[src/rtl/imm_ext_pkg.sv]
// Shared types for the pipelined immediate extender: mode/state enums and the
// default-width result entry. BRANCH behaviour is selected by IMM_EXT_BRANCH_EN.
package imm_ext_pkg;

  localparam int unsigned IN_W_DEF  = 16;
  localparam int unsigned OUT_W_DEF = 32;
  localparam int unsigned TAG_W_DEF = 5;

  typedef enum logic [1:0] {
    SIGN   = 2'b00,
    ZERO   = 2'b01,
    UPPER  = 2'b10,
    BRANCH = 2'b11
  } ext_mode_t;

  typedef enum logic [1:0] {
    EMPTY = 2'b00,
    ONE   = 2'b01,
    FULL  = 2'b10
  } state_t;

  typedef struct packed {
    logic [OUT_W_DEF-1:0] imm;
    logic [TAG_W_DEF-1:0] tag;
    logic                 neg;
    logic                 illegal;
  } ext_entry_t;

endpackage

[src/rtl/imm_ext_core.sv]
// Combinational immediate extender: (imm, mode) -> extended value and flags.
// With IMM_EXT_BRANCH_EN undefined, mode 11 falls back to SIGN and flags illegal.
module imm_ext_core
  import imm_ext_pkg::*;
#(
  parameter int unsigned IN_W  = IN_W_DEF,
  parameter int unsigned OUT_W = OUT_W_DEF
) (
  input  logic [IN_W-1:0]  imm_i,
  input  logic [1:0]       mode_i,
  output logic [OUT_W-1:0] imm_o,
  output logic             neg_o,
  output logic             illegal_o
);

  logic [OUT_W-1:0] sign_ext;
  logic [OUT_W-1:0] zero_ext;
  logic [OUT_W-1:0] upper_ext;
  ext_mode_t        mode;

  assign mode      = ext_mode_t'(mode_i);
  assign sign_ext  = {{(OUT_W-IN_W){imm_i[IN_W-1]}}, imm_i};
  assign zero_ext  = {{(OUT_W-IN_W){1'b0}}, imm_i};
  assign upper_ext = {imm_i, {(OUT_W-IN_W){1'b0}}};

  always_comb begin
    imm_o     = sign_ext;
    illegal_o = 1'b0;
    neg_o     = imm_i[IN_W-1] & ((mode == SIGN) | (mode == BRANCH));
    case (mode)
      SIGN:  imm_o = sign_ext;
      ZERO:  imm_o = zero_ext;
      UPPER: imm_o = upper_ext;
      BRANCH: begin
`ifdef IMM_EXT_BRANCH_EN
        imm_o = {sign_ext[OUT_W-3:0], 2'b00};
`else
        imm_o     = sign_ext;
        illegal_o = 1'b1;
`endif
      end
      default: imm_o = sign_ext;
    endcase
  end

endmodule

[src/rtl/imm_extend_pipe.sv]
// Pipelined immediate extender with valid/ready handshake and a 2-entry skid
// buffer (output register + skid register). Optional macro: IMM_EXT_BRANCH_EN.
module imm_extend_pipe
  import imm_ext_pkg::*;
#(
  parameter int unsigned IN_W  = IN_W_DEF,
  parameter int unsigned OUT_W = OUT_W_DEF,
  parameter int unsigned TAG_W = TAG_W_DEF
) (
  input  logic             clk,
  input  logic             rst,
  input  logic             in_valid,
  output logic             in_ready,
  input  logic [IN_W-1:0]  in_imm,
  input  logic [1:0]       in_mode,
  input  logic [TAG_W-1:0] in_tag,
  output logic             out_valid,
  input  logic             out_ready,
  output logic [OUT_W-1:0] out_imm,
  output logic [TAG_W-1:0] out_tag,
  output logic             out_neg,
  output logic             out_illegal
);

  if (IN_W < 2) begin : g_bad_in_w
    $error("imm_extend_pipe: IN_W must be >= 2");
  end
  if (OUT_W <= IN_W) begin : g_bad_out_w
    $error("imm_extend_pipe: OUT_W must be greater than IN_W");
  end

  // Same layout as ext_entry_t, but sized by this instance's parameters.
  typedef struct packed {
    logic [OUT_W-1:0] imm;
    logic [TAG_W-1:0] tag;
    logic             neg;
    logic             illegal;
  } entry_t;

  state_t state_q, state_d;
  entry_t out_q, out_d;
  entry_t skid_q, skid_d;
  entry_t new_entry;

  logic [OUT_W-1:0] core_imm;
  logic             core_neg;
  logic             core_illegal;
  logic             accept;
  logic             fire;

  imm_ext_core #(
    .IN_W  (IN_W),
    .OUT_W (OUT_W)
  ) u_core (
    .imm_i     (in_imm),
    .mode_i    (in_mode),
    .imm_o     (core_imm),
    .neg_o     (core_neg),
    .illegal_o (core_illegal)
  );

  always_comb begin
    new_entry.imm     = core_imm;
    new_entry.tag     = in_tag;
    new_entry.neg     = core_neg;
    new_entry.illegal = core_illegal;
  end

  // Ready depends only on registered state, never on out_ready.
  assign in_ready  = (state_q != FULL) & ~rst;
  assign out_valid = (state_q != EMPTY);
  assign accept    = in_valid & in_ready;
  assign fire      = out_valid & out_ready;

  always_comb begin
    state_d = state_q;
    out_d   = out_q;
    skid_d  = skid_q;
    case (state_q)
      EMPTY: begin
        if (accept) begin
          out_d   = new_entry;
          state_d = ONE;
        end
      end
      ONE: begin
        if (accept && fire) begin
          out_d = new_entry;
        end else if (accept) begin
          skid_d  = new_entry;
          state_d = FULL;
        end else if (fire) begin
          state_d = EMPTY;
        end
      end
      FULL: begin
        if (fire) begin
          out_d   = skid_q;
          state_d = ONE;
        end
      end
      default: state_d = EMPTY;
    endcase
  end

  always_ff @(posedge clk or posedge rst) begin
    if (rst) begin
      state_q <= EMPTY;
      out_q   <= '0;
      skid_q  <= '0;
    end else begin
      state_q <= state_d;
      out_q   <= out_d;
      skid_q  <= skid_d;
    end
  end

  assign out_imm     = out_q.imm;
  assign out_tag     = out_q.tag;
  assign out_neg     = out_q.neg;
  assign out_illegal = out_q.illegal;

endmodule

[config.mk]
export PLATFORM = sky130hd
export DESIGN_NAME = imm_extend_pipe
export DESIGN_NICKNAME = d
export VERILOG_FILES = /design/src/rtl/imm_ext_pkg.sv /design/src/rtl/imm_ext_core.sv /design/src/rtl/imm_extend_pipe.sv
export SDC_FILE = /design/constraint.sdc
export NUM_CORES = 1
export LEC_CHECK = 0
export BUFFER_PORTS_ARGS = -buffer_cell sky130_fd_sc_hd__buf_2
export CORE_ASPECT_RATIO = 1.1
export CORE_MARGIN = 10
export CORE_UTILIZATION = 51
export DETAILED_ROUTE_END_ITERATION = 6
export GPL_TIMING_DRIVEN = 0
export PLACE_DENSITY_LB_ADDON = 0.15
export SYNTH_ARGS = -nofsm -noshare
export SYNTH_HDL_FRONTEND = slang
export SYNTH_SLANG_ARGS = --single-unit
[constraint.sdc]
create_clock -name clk -period 2.6 [get_ports clk]
set_clock_uncertainty 0.05 [all_clocks]
set_input_delay 0.39 -clock clk [delete_from_list [all_inputs] [get_ports clk]]
set_output_delay 0.39 -clock clk [all_outputs]
set_load 0.05 [all_outputs]
Word level (Yosys, flattened, before mapping):

Index checks and enable logic that the tools add are counted.

* bits in registers: 80
* logic and storage cells: 48

* equality and inequality tests: 11
* multiplexer cells: 12
* bitwise logic cells: 7
* reductions and logical operators: 9

Operators with widths (count)
* $mux 39: 3
* $pmux 39 s3: 1
* $pmux 32 s3: 1
* $mux 2: 5
* $ne 2x2->1 const B: 5
* $reduce_and 4->1: 2
* $eq 2x2->1 const B: 3
* $pmux 2 s3: 1
* $and 1x1->1: 4
* $eq 2x1->1 const B: 2
* $logic_not 2->1: 2
* $ne 3x3->1 const B: 1
* $reduce_and 3->1: 1
* $reduce_bool 3->1: 1
* $not 1->1: 2
* $reduce_bool 2->1: 1
* $reduce_or 2->1: 1
* $logic_and 1x1->1: 1
* $mux 1: 1
* $or 1x1->1: 1

Longest topological paths before layout:

Gate-level depths: netlist of run 1.

* depth in word-level cells: 6
* mapped depth: 7

Hierarchy:

A second synthesis of run 1 with hierarchy kept.

* cell total of the unflattened synthesis: 296
* area total of the unflattened synthesis: 3729.8 um2

Modules (own cells, without submodules)
* imm_extend_pipe: times used 1, cells each 234, area an instance 3337.0 um2, sequential area each 2001.9 um2
* imm_ext_core: times used 1, cells each 62, area an instance 392.9 um2, sequential area each 0.0 um2

Worst setup path after synthesis of run 1:

OpenSTA, ideal clock, no wires.

* kind: register to output
* from: reg state_q[1]
* to: out in_ready
* arrival time: 1497 ps
* data required time: 2160 ps
* slack: 663 ps
* stages on the path, launching flop included: 5
* cell sequence: dfrtp_1 > nor2b_1 > buf_2 > buf_2 > nor2_1

* cells in the longest elaborated chain, start to end: 2

RTL lines
* from (decl): line imm_extend_pipe.sv:40 `state_t state_q, state_d;`
* from (signal assigned): line imm_extend_pipe.sv:112 `state_q <= state_d;`
* $ne 2x2->1: line imm_extend_pipe.sv:70 `assign in_ready = (state_q != FULL) & ~rst;`
* $and 1x1->1: line imm_extend_pipe.sv:70
* to (decl): line imm_extend_pipe.sv:13 `output logic in_ready,`

No other way between the ends.

Worst setup path in the final report of run 1:

* from: reg state_q[0]
* to: out out_valid

* cells in the longest elaborated chain, start to end: 1

RTL lines
* $reduce_bool 2->1: line imm_extend_pipe.sv:71 `assign out_valid = (state_q != EMPTY);`
* to (decl): line imm_extend_pipe.sv:17 `output logic out_valid,`

No other way between the ends.

==> flow_metrics.py, run 1 <==
metrics = {
    "outcome": {
        "status": "finished, final reports clean",
    },
    "final_layout": {
        "num-fill-cells": 646,
        "layoutNonFillerInstCount": 501,
        "layout-area-overhead-vs-synth_pct": 17.74,
        "drive_above_1_share": 0.5076,
        "n_antenna_cell": 0,
        "nNetsFinal": 421,
        "post-route-util": 0.6276,
    },
    "logic_synthesis": {
        "synth_top_cells_by_count": "sky130_fd_sc_hd__mux2_2, sky130_fd_sc_hd__dfrtp_1, sky130_fd_sc_hd__nor2_1",
        "portion_of_the_post_synthesis_area_used_by_sequential_elements": 0.4970,
        "yosys.area_share.simple": 0.06648,
        "netlist-cell-type-count": 30,
        "synth_xor_xnor_area_share": 0,
        "synth_area_leader_cell": "sky130_fd_sc_hd__dfrtp_1",
        "flop_and_latch_count_out_of_synthesis": 80,
        "synth_top_cell_area_share": 0.4970,
        "post_synth_fa_ha_maj_area_fraction": 0.009320,
        "synth_compound_gate_area_share": 0.09258,
        "synth-main-ff-cell": "sky130_fd_sc_hd__dfrtp_1",
        "postSynthCellCount": 313,
        "synth.most_common_cell": "sky130_fd_sc_hd__mux2_2",
        "synth.area.top_cells": "sky130_fd_sc_hd__dfrtp_1, sky130_fd_sc_hd__mux2_2, sky130_fd_sc_hd__mux2_4, sky130_fd_sc_hd__nand3b_1, sky130_fd_sc_hd__o21a_1",
        "post_synth_instance_area_mm2": 0.004028,
        "yosys_warnings": 0,
        "synth_area_per_cell_um2": 12.87,
        "multiplexer_area_fraction_after_synthesis": 0.2942,
        "number_of_flops_mapped_to_enable_cells_by_yosys": 0,
        "ys_async_sr_fraction": 1.000,
        "combinational_family_with_the_most_area_after_synthesis": "multiplexers",
        "syn_nets": 343,
    },
    "power_and_ir_drop": {
        "finalPower_mw": 4.517,
        "total_leakage_power_nw": 2.264,
        "power_density_mw_per_mm2": 952.5,
        "worst_vdd_rail_ir_drop_mv": 0.5677,
    },
    "worst_setup_path": {
        "cpPeakStageDelay_ns": 0.41,
        "path_class": "flop to output port",
        "timing.critical_path.mode_cell": "sky130_fd_sc_hd__clkbuf_1",
        "worstPathRequired_ns": 2.16,
        "worstPathArrival_ns": 1.92,
        "worstSetupStartpointType": "flop",
        "critical_path.max_fanout": 10,
        "worst_path_dominant_cell_family": "buffers and inverters",
        "crit_slowest_cell": "sky130_fd_sc_hd__dfrtp_1",
        "cp.buffers_inverters": 3,
        "crit_path_cell_trace": "clkbuf_1 -> clkbuf_1 -> or2_2 -> buf_2",
        "endpoint_kind": "output port",
    },
    "sta": {
        "max_slew.worst_pin.slew_ns": 0.5843,
        "slew_viol_final": 0,
        "final.min_clock_period_ns": 2.356,
        "hold_viol_final": 0,
        "rsz_0062_raised_after_global_routing": "false",
        "totalNegativeSetupSlack_ns": 0,
        "setup_viol": 0,
        "max_clock_freq_mhz": 424.5,
        "finalCritPeriodShare": 0.9061,
        "timing.slew.headroom": 0.6104,
    },
    "min_path": {
        "worst_hold_path_type": "primary input to asynchronous set/reset pin",
    },
    "global_routing": {
        "grt_remaining_overflow": 0,
        "grt_pass1_vias": 2994,
        "grt_max_degree": 44,
        "antenna_found_initial": 0,
        "global_route.usage.total": 0.1626,
        "first_pass_grt_wire_length_um": 15370,
    },
    "floorplanning": {
        "initial_core_util": 0.5330,
        "design.core.area_mm2": 0.007556,
        "floorplan.die.width_um": 104.7,
        "design.portCount": 68,
        "die_area_mm2": 0.01186,
        "die_height_um": 113.2,
        "number_of_cell_rows": 33,
    },
    "route": {
        "num_vias": 2785,
        "detail_route.vias_per_cell": 5.559,
        "drt_first_pass_iters": 4,
        "drc": 0,
        "wl_um": 9660,
        "drt-wirelength-per-cell_um": 19.28,
        "final_antenna_net_count": 0,
        "dr.first_iter.drc_count": 94,
    },
    "clock_tree": {
        "cts_buffers": 9,
        "clock_tree.buffer_depth": 2,
        "clock_sink_count": 80,
        "cts_root_buffer": "sky130_fd_sc_hd__clkbuf_8",
        "post_cts_resize_count": 0,
        "worst_skew_pair_latency_ns": 0.36,
        "cts_setup_buffers": 0,
        "h_tree_levels": 3,
        "cts_hold_repair.buffers": 0,
        "cts_tree": "built",
        "clk_transition_reported_paths_ns": 0.08,
    },
    "place": {
        "detailed_place_hpwl_um": 7135,
        "buffer_ports.inserted": 66,
        "dpl.cell_count": 485,
        "gp_routability_congestion": 0.8528,
    },
    "run": {
        "maxCapViolations": 0,
    },
}
[layout by cell type, fill, tap and decap left out, types with 2 or more instances in the layout]
cell,instances
sky130_fd_sc_hd__ha_1,3
sky130_fd_sc_hd__a22oi_1,15
sky130_fd_sc_hd__clkinvlp_4,2
sky130_fd_sc_hd__o31ai_1,15
sky130_fd_sc_hd__dfrtp_1,80
sky130_fd_sc_hd__buf_4,2
sky130_fd_sc_hd__clkbuf_1,15
sky130_fd_sc_hd__nor2_1,18
sky130_fd_sc_hd__buf_2,76
sky130_fd_sc_hd__bufinv_16,2
sky130_fd_sc_hd__mux2_2,91
sky130_fd_sc_hd__nand3b_1,16
sky130_fd_sc_hd__inv_1,3
sky130_fd_sc_hd__clkinv_4,2
sky130_fd_sc_hd__o21ai_0,2
sky130_fd_sc_hd__clkbuf_8,10
sky130_fd_sc_hd__mux2_4,10
sky130_fd_sc_hd__o21a_1,16
[layer usage]
metal / track usage / part of all wire / vias up
li1: - / - / 1285
met1: 0.1891 / 0.43 / 1417
met2: 0.2715 / 0.50 / 68
met3: 0.05221 / 0.056 / 15
met4: 0.06777 / 0.020 / 0
met5: 0 / 0 / -
[report_power, final]
| group | total [mW] | switching (mW) | leakage [nW] | internal, mW |
|---|---|---|---|---|
| combinational | 1.65 | 1.05 | 1.14 | 0.597 |
| sequential | 1.82 | 0.190 | 1.02 | 1.63 |
| clock | 1.04 | 0.474 | 0.109 | 0.570 |
| total | 4.52 | 1.72 | 2.26 | 2.80 |
[worst register-to-register path, delay by kind of cell, from the launching register on]
family | cells | cell delay, ns
buffers and inverters | 2 | 0.64
flip-flops | 1 | 0.41
AND/OR/NAND/NOR | 1 | 0.25
multiplexers | 2 | 0.63
[cell type report]
class	count	area, µm²	area share
inverters	4	17.52	0.003694
repair buffers	67	350.3	0.07388
flip-flops and latches	80	2002	0.4222
well taps	105	131.4	0.02770
multi-input cells	200	1863	0.3929
clock inverters	6	92.59	0.01953
clock buffers	10	137.6	0.02902
plain buffers	29	147.6	0.03113
[worst paths after layout]
path / start / endpoint / slack [ns] / cells after the start
max: state_q[0] / out_valid / 0.24 / 4
min: rst / out_tag[0] / 0.04 / 2
max reg2reg: state_q[0] / out_tag[3] / 0.50 / 5
min reg2reg: out_imm[19] / out_imm[19] / 0.45 / 1
max in group asynchronous: rst / skid_q[12] / 1.87 / 3
min in group clk: in_tag[3] / skid_q[5] / 0.22 / 2
[registers in the layout, indices dropped and copies added (netlist names)]
signal,count
out_illegal,1
out_imm,32
out_neg,1
out_tag,5
skid_q,39
state_q,2
[through the flow]
stage | setup slack, ns | hold WS, ns | area [µm²]
6_report | 0.2442 | 0.04474 | 4742
5_1_grt | 0.1304 | 0.06512 | 4742
2_1_floorplan | 0.1083 | 0.4237 | 4028
4_1_cts | 0.2509 | 0.05049 | 4742
3_5_place_dp | 0.3400 | 0.4406 | 4512
3_3_place_gp | -0.9545 | 0.4325 | 4489
[logic make-up (layout without fill, tap and decap cells)]
kind of cell	after synthesis	count (layout)
mux	102	102
flops	80	80
compound gates	50	50
simple gates	45	45
buf+inv	33	116
fa+ha+maj	3	3
No activity file was read; power rests on OpenSTA's default activity.
==> run 2, diff against run 1 <==
CORE_UTILIZATION = 55   (was 51)
clock period = 2.71 ns   (was 2.6 ns; I/O delays follow)
==> run 2 against run 1 <==
Compared with the run above:
- worst setup slack improved by 0.13 ns
- critical path depth unchanged
- flip-flop and latch count unchanged
- final area about the same
- sequential share of layout area about the same
- core utilization increased by 4.1 points
- sequential power decreased by 4%
- critical path type unchanged
- first-iteration DRC count increased by 69%
- largest cell class unchanged
- combinational power decreased by 5%
- cell count decreased by 4.0%
==> flow_metrics.py, run 2 (synthesis results as in run 1) <==
metrics = {
    "floorplanning": {
        "die_area_mm2": 0.01115,
        "floorplan.die.width_um": 101.6,
        "die_height_um": 109.8,
        "design.core.area_mm2": 0.007087,
        "design.portCount": 68,
        "number_of_cell_rows": 32,
        "initial_core_util": 0.5683,
    },
    "place": {
        "gp_routability_congestion": 0.8296,
        "buffer_ports.inserted": 66,
        "detailed_place_hpwl_um": 6691,
        "placement.setup.worst_slack_ns": 0.4232,
    },
    "clock_tree": {
        "post_cts_resize_count": 0,
        "cts_hold_repair.buffers": 0,
        "cts_setup_buffers": 0,
        "cts_root_buffer": "sky130_fd_sc_hd__clkbuf_8",
        "worst_skew_pair_latency_ns": 0.36,
        "cts_buffers": 9,
        "h_tree_levels": 3,
        "clk_transition_reported_paths_ns": 0.08,
        "clock_sink_count": 80,
        "cts_tree": "built",
        "clock_tree.buffer_depth": 2,
    },
    "route": {
        "wl_um": 9029,
        "drt_first_pass_iters": 5,
        "dr.first_iter.drc_count": 159,
        "drt-wirelength-per-cell_um": 18.77,
        "drc": 0,
        "detail_route.vias_per_cell": 5.761,
        "num_vias": 2771,
        "final_antenna_net_count": 0,
    },
    "global_routing": {
        "antenna_found_initial": 0,
        "grt_remaining_overflow": 0,
        "grt_pass1_vias": 2893,
        "first_pass_grt_wire_length_um": 14810,
        "global_route.usage.total": 0.1692,
        "grt_max_degree": 43,
    },
    "sta": {
        "timing.slew.headroom": 0.6664,
        "layout_setup_ws_ns": 0.3787,
        "finalCritPeriodShare": 0.8603,
        "final.min_clock_period_ns": 2.331,
        "max_clock_freq_mhz": 428.9,
        "hold_viol_final": 0,
        "slew_viol_final": 0,
        "rsz_0062_raised_after_global_routing": "false",
        "setup_viol": 0,
        "max_slew.worst_pin.slew_ns": 0.5004,
    },
    "power_and_ir_drop": {
        "finalPower_mw": 4.412,
        "total_leakage_power_nw": 2.278,
        "power_density_mw_per_mm2": 931.0,
        "worst_vdd_rail_ir_drop_mv": 0.5140,
    },
    "final_layout": {
        "num-fill-cells": 537,
        "multiInputGateArea_mm2": 0.001863,
        "largest_reg_flops": 39,
        "nNetsFinal": 421,
        "mostFrequentLayoutCell": "sky130_fd_sc_hd__mux2_2",
        "drive_above_1_share": 0.5076,
        "final-seq-area_mm2": 0.002002,
        "commonest_cells_after_routing_fill_and_taps_aside": "sky130_fd_sc_hd__mux2_2, sky130_fd_sc_hd__dfrtp_1, sky130_fd_sc_hd__buf_2",
        "layout-area-overhead-vs-synth_pct": 17.68,
        "largest_reg_by_ff_count": "skid_q",
        "n_antenna_cell": 0,
    },
    "worst_setup_path": {
        "path_class": "flop to output port",
        "worstPathArrival_ns": 1.87,
        "crit_path_cell_trace": "clkbuf_1 -> clkbuf_1 -> or2_2 -> buf_2",
        "endpoint_kind": "output port",
        "critical_path.max_fanout": 10,
        "crit_slowest_cell": "sky130_fd_sc_hd__dfrtp_1",
        "timing.critical_path.mode_cell": "sky130_fd_sc_hd__clkbuf_1",
        "cpPeakStageDelay_ns": 0.40,
        "worstPathRequired_ns": 2.25,
        "setup.reg_to_reg.worst_slack_ns": 0.62,
        "worstSetupStartpointType": "flop",
    },
    "outcome": {
        "status": "finished, final reports clean",
    },
    "run": {
        "maxCapViolations": 0,
    },
    "min_path": {
        "worst_hold_path_type": "primary input to asynchronous set/reset pin",
    },
}
-- run 2: changes by cell type in the layout (fill, tap and decap cells not counted) --
| cell | change |
|---|---|
| sky130_fd_sc_hd__inv_6 | +1 |
| sky130_fd_sc_hd__clkinvlp_4 | -1 |
| sky130_fd_sc_hd__bufinv_16 | +1 |
| sky130_fd_sc_hd__clkinv_4 | -1 |
-- run 2: metal layers --
metal / vias to the layer above / wire length, µm / global-route usage
met4: 0 / 157 / 0.06339
li1: 1284 / - / -
met2: 68 / 4507 / 0.2822
met5: - / 0 / 0
met1: 1405 / 3896 / 0.2091
met3: 14 / 468 / 0.03955
-- run 2: per-stage QoR --
step           instance area [µm²]    util  TNS, ns  cells  hold WS (ns)
6_report                      4740  0.6688        0    481       0.06135
5_1_grt                       4740  0.6688        0    481        0.1092
3_3_place_gp                  4464  0.6299   -67.46    464        0.4325
3_5_place_dp                  4487  0.6331        0    465        0.4383
4_1_cts                       4740  0.6688        0    481       0.07769
2_1_floorplan                 4028       -        0    313        0.4237
-- run 2: area by class of cell --
type	count	share of cell area
plain buffers	29	0.03115
clock buffers	10	0.02904
clock inverters	6	0.02429
inverters	4	0.003696
multi-input cells	200	0.3931
flip-flops and latches	80	0.4224
well taps	85	0.02244
repair buffers	67	0.07392
-- run 2: final timing paths --
path | to | startpoint | depth (start not counted)
hold / removal | skid_q[2] | rst | 2
hold reg to reg | out_imm[17] | out_imm[17] | 1
setup / recovery | out_valid | state_q[0] | 4
setup reg to reg | out_imm[8] | state_q[0] | 5
min in group clk | skid_q[4] | in_tag[2] | 2
max in group asynchronous | skid_q[15] | rst | 3
-- run 2: worst max-delay path: cells and delay by family, from the launching register on --
kind	cells	cell delay, ns
buf+inv	3	0.94
flops	1	0.40
simple gates	1	0.17
-- run 2: power breakdown --
| part | internal (mW) | switching [mW] | leakage [nW] |
|---|---|---|---|
| combinational | 0.573 | 0.999 | 1.14 |
| sequential | 1.57 | 0.175 | 1.02 |
| clock | 0.642 | 0.459 | 0.123 |
==> run 3, diff against run 2 <==
CORE_UTILIZATION = 51   (was 55)
clock period = 2 ns   (was 2.71 ns; I/O delays follow)
==> run 3 against run 2 <==
Compared with the run above:
- critical path depth is the same
- clock power grew 16%
- highest routed layer unchanged
- first-iteration DRC count shrank 36%
- routed wire length grew 0.45%
- final area is essentially flat
- largest power group unchanged
- worst setup slack lost 0.30 ns
- combinational power grew 37%
- register-to-register slack lost 0.50 ns
- count of clock-buffer cells in the layout shrank 1
- global-route usage shrank 1.7 points
==> flow_metrics.py, run 3 (synthesis results as in run 1) <==
metrics = {
    "place": {
        "detailed_place_hpwl_um": 6789,
        "buffer_ports.inserted": 66,
        "gp_routability_congestion": 0.8547,
    },
    "global_routing": {
        "grt_remaining_overflow": 0,
        "first_pass_grt_wire_length_um": 14820,
        "globalRouteMet3Util": 0.03405,
        "grt_pass1_vias": 2925,
        "grtUsageMet2": 0.2586,
        "gr-usage-met1": 0.1861,
        "grt_max_degree": 42,
        "global_route.usage.total": 0.1521,
        "antenna_found_initial": 0,
        "busiest_layer": "met2",
    },
    "final_layout": {
        "n_antenna_cell": 0,
        "num-fill-cells": 640,
        "layout-area-overhead-vs-synth_pct": 17.65,
        "commonest_cells_after_routing_fill_and_taps_aside": "sky130_fd_sc_hd__mux2_2, sky130_fd_sc_hd__dfrtp_1, sky130_fd_sc_hd__buf_2",
        "drive_above_1_share": 0.5140,
        "nNetsFinal": 419,
        "mostFrequentLayoutCell": "sky130_fd_sc_hd__mux2_2",
        "post-route-util": 0.6271,
        "largest_reg_flops": 39,
        "largest_reg_by_ff_count": "skid_q",
    },
    "sta": {
        "max_slew.worst_pin.slew_ns": 0.9013,
        "timing.slew.headroom": 0.3979,
        "finalCritPeriodShare": 0.9631,
        "max_clock_freq_mhz": 519.1,
        "slew_viol_final": 0,
        "rsz_0062_raised_after_global_routing": "false",
        "final.min_clock_period_ns": 1.926,
        "setup_viol": 0,
        "hold_viol_final": 0,
    },
    "worst_setup_path": {
        "worstSetupStartpointType": "flop",
        "cp.depth": 4,
        "crit_slowest_cell": "sky130_fd_sc_hd__dfrtp_2",
        "cpPeakStageDelay_ns": 0.45,
        "worstPathArrival_ns": 1.58,
        "worst_path_dominant_cell_family": "buffers and inverters",
        "path_class": "flop to output port",
        "endpoint_kind": "output port",
        "cp.buffers_inverters": 3,
        "worstRegToRegCells": 5,
        "worstPathRequired_ns": 1.65,
        "crit_path_cell_trace": "buf_8 -> clkbuf_4 -> or2_2 -> buf_6",
        "critical_path.max_fanout": 10,
    },
    "clock_tree": {
        "cts_tree": "built",
        "worst_skew_pair_latency_ns": 0.34,
        "cts_setup_buffers": 0,
        "clock_tree.buffer_depth": 2,
        "cts_root_buffer": "sky130_fd_sc_hd__clkbuf_8",
        "cts_buffers": 9,
        "clk_transition_reported_paths_ns": 0.08,
        "cts_hold_repair.buffers": 0,
        "clock_sink_count": 80,
        "h_tree_levels": 3,
    },
    "floorplanning": {
        "die_height_um": 113.2,
        "number_of_cell_rows": 33,
        "design.core.area_mm2": 0.007556,
        "die_area_mm2": 0.01186,
        "floorplan.die.width_um": 104.7,
        "design.portCount": 68,
        "initial_core_util": 0.5330,
    },
    "power_and_ir_drop": {
        "total_leakage_power_nw": 2.255,
        "worst_vdd_rail_ir_drop_mv": 0.7948,
        "power_density_mw_per_mm2": 1221,
        "finalPower_mw": 5.785,
    },
    "min_path": {
        "worst_hold_path_type": "primary input to asynchronous set/reset pin",
    },
    "route": {
        "drt_first_pass_iters": 4,
        "detail_route.vias_per_cell": 5.464,
        "final_antenna_net_count": 0,
        "num_vias": 2721,
        "drc": 0,
        "wl_um": 9070,
        "dr.first_iter.drc_count": 101,
        "drt-wirelength-per-cell_um": 18.21,
    },
    "run": {
        "maxCapViolations": 0,
    },
    "outcome": {
        "status": "finished, final reports clean",
    },
}
## run 3: cell count changes in the layout (fill, tap and decap cells not counted), sizes merged
cell / previous run / this run
buf: 81 / 80
bufinv: 3 / 2
clkbuf: 25 / 23
clkinv: 1 / 2
clkinvlp: 1 / 3
inv: 5 / 3
## run 3: metrics by stage
stage | instances | hold WS [ns] | cell area [µm²] | worst slack [ns] | TNS (ns)
2_1_floorplan | 313 | 0.3618 | 4031 | 0.1530 | 0
3_3_place_gp | 484 | 0.4325 | 4493 | -0.1088 | -1.870
3_5_place_dp | 485 | 0.4404 | 4513 | -0.1261 | -1.839
4_1_cts | 498 | 0.1334 | 4730 | 0.01832 | 0
5_1_grt | 498 | 0.1360 | 4738 | 0.006733 | 0
6_report | 498 | 0.1181 | 4738 | 0.07375 | 0
## run 3: worst paths after layout
kind	start	end	slack (ns)
max in group asynchronous	rst	out_imm[5]	1.11
min in group clk	in_tag[1]	skid_q[3]	0.15
worst max register to register	state_q[0]	out_imm[23]	0.12
worst min-delay path	rst	out_imm[26]	0.12
worst max-delay path	state_q[0]	out_valid	0.07
worst min register to register	out_imm[17]	out_imm[17]	0.45
## run 3: metal layers
| metal | vias to the layer above | part of all wire |
|---|---|---|
| li1 | 1282 | - |
| met1 | 1374 | 0.45 |
| met2 | 53 | 0.49 |
| met3 | 12 | 0.050 |
| met4 | 0 | 0.012 |
| met5 | - | 0 |
## run 3: repair_timing
action	in CTS	in global routing
resized for setup	6	4
hold endpoints to repair	0	0
endpoints found under the setup margin	21	2
## run 3: final cells by class
cell class	count	area [µm²]	area share
flip-flops and latches	80	2003	0.4228
repair buffers	67	356.6	0.07526
plain buffers	27	156.4	0.03301
clock inverters	6	85.08	0.01796
well taps	105	131.4	0.02773
multi-input cells	200	1863	0.3932
inverters	4	18.77	0.003961
clock buffers	9	123.9	0.02614
## run 3: power breakdown
part | internal, mW | leakage (nW) | total, mW | switching, mW
clock network | 0.692 | 0.101 | 1.28 | 0.585
registers | 2.12 | 1.02 | 2.36 | 0.240
logic | 0.792 | 1.14 | 2.15 | 1.35
total | 3.61 | 2.25 | 5.79 | 2.18
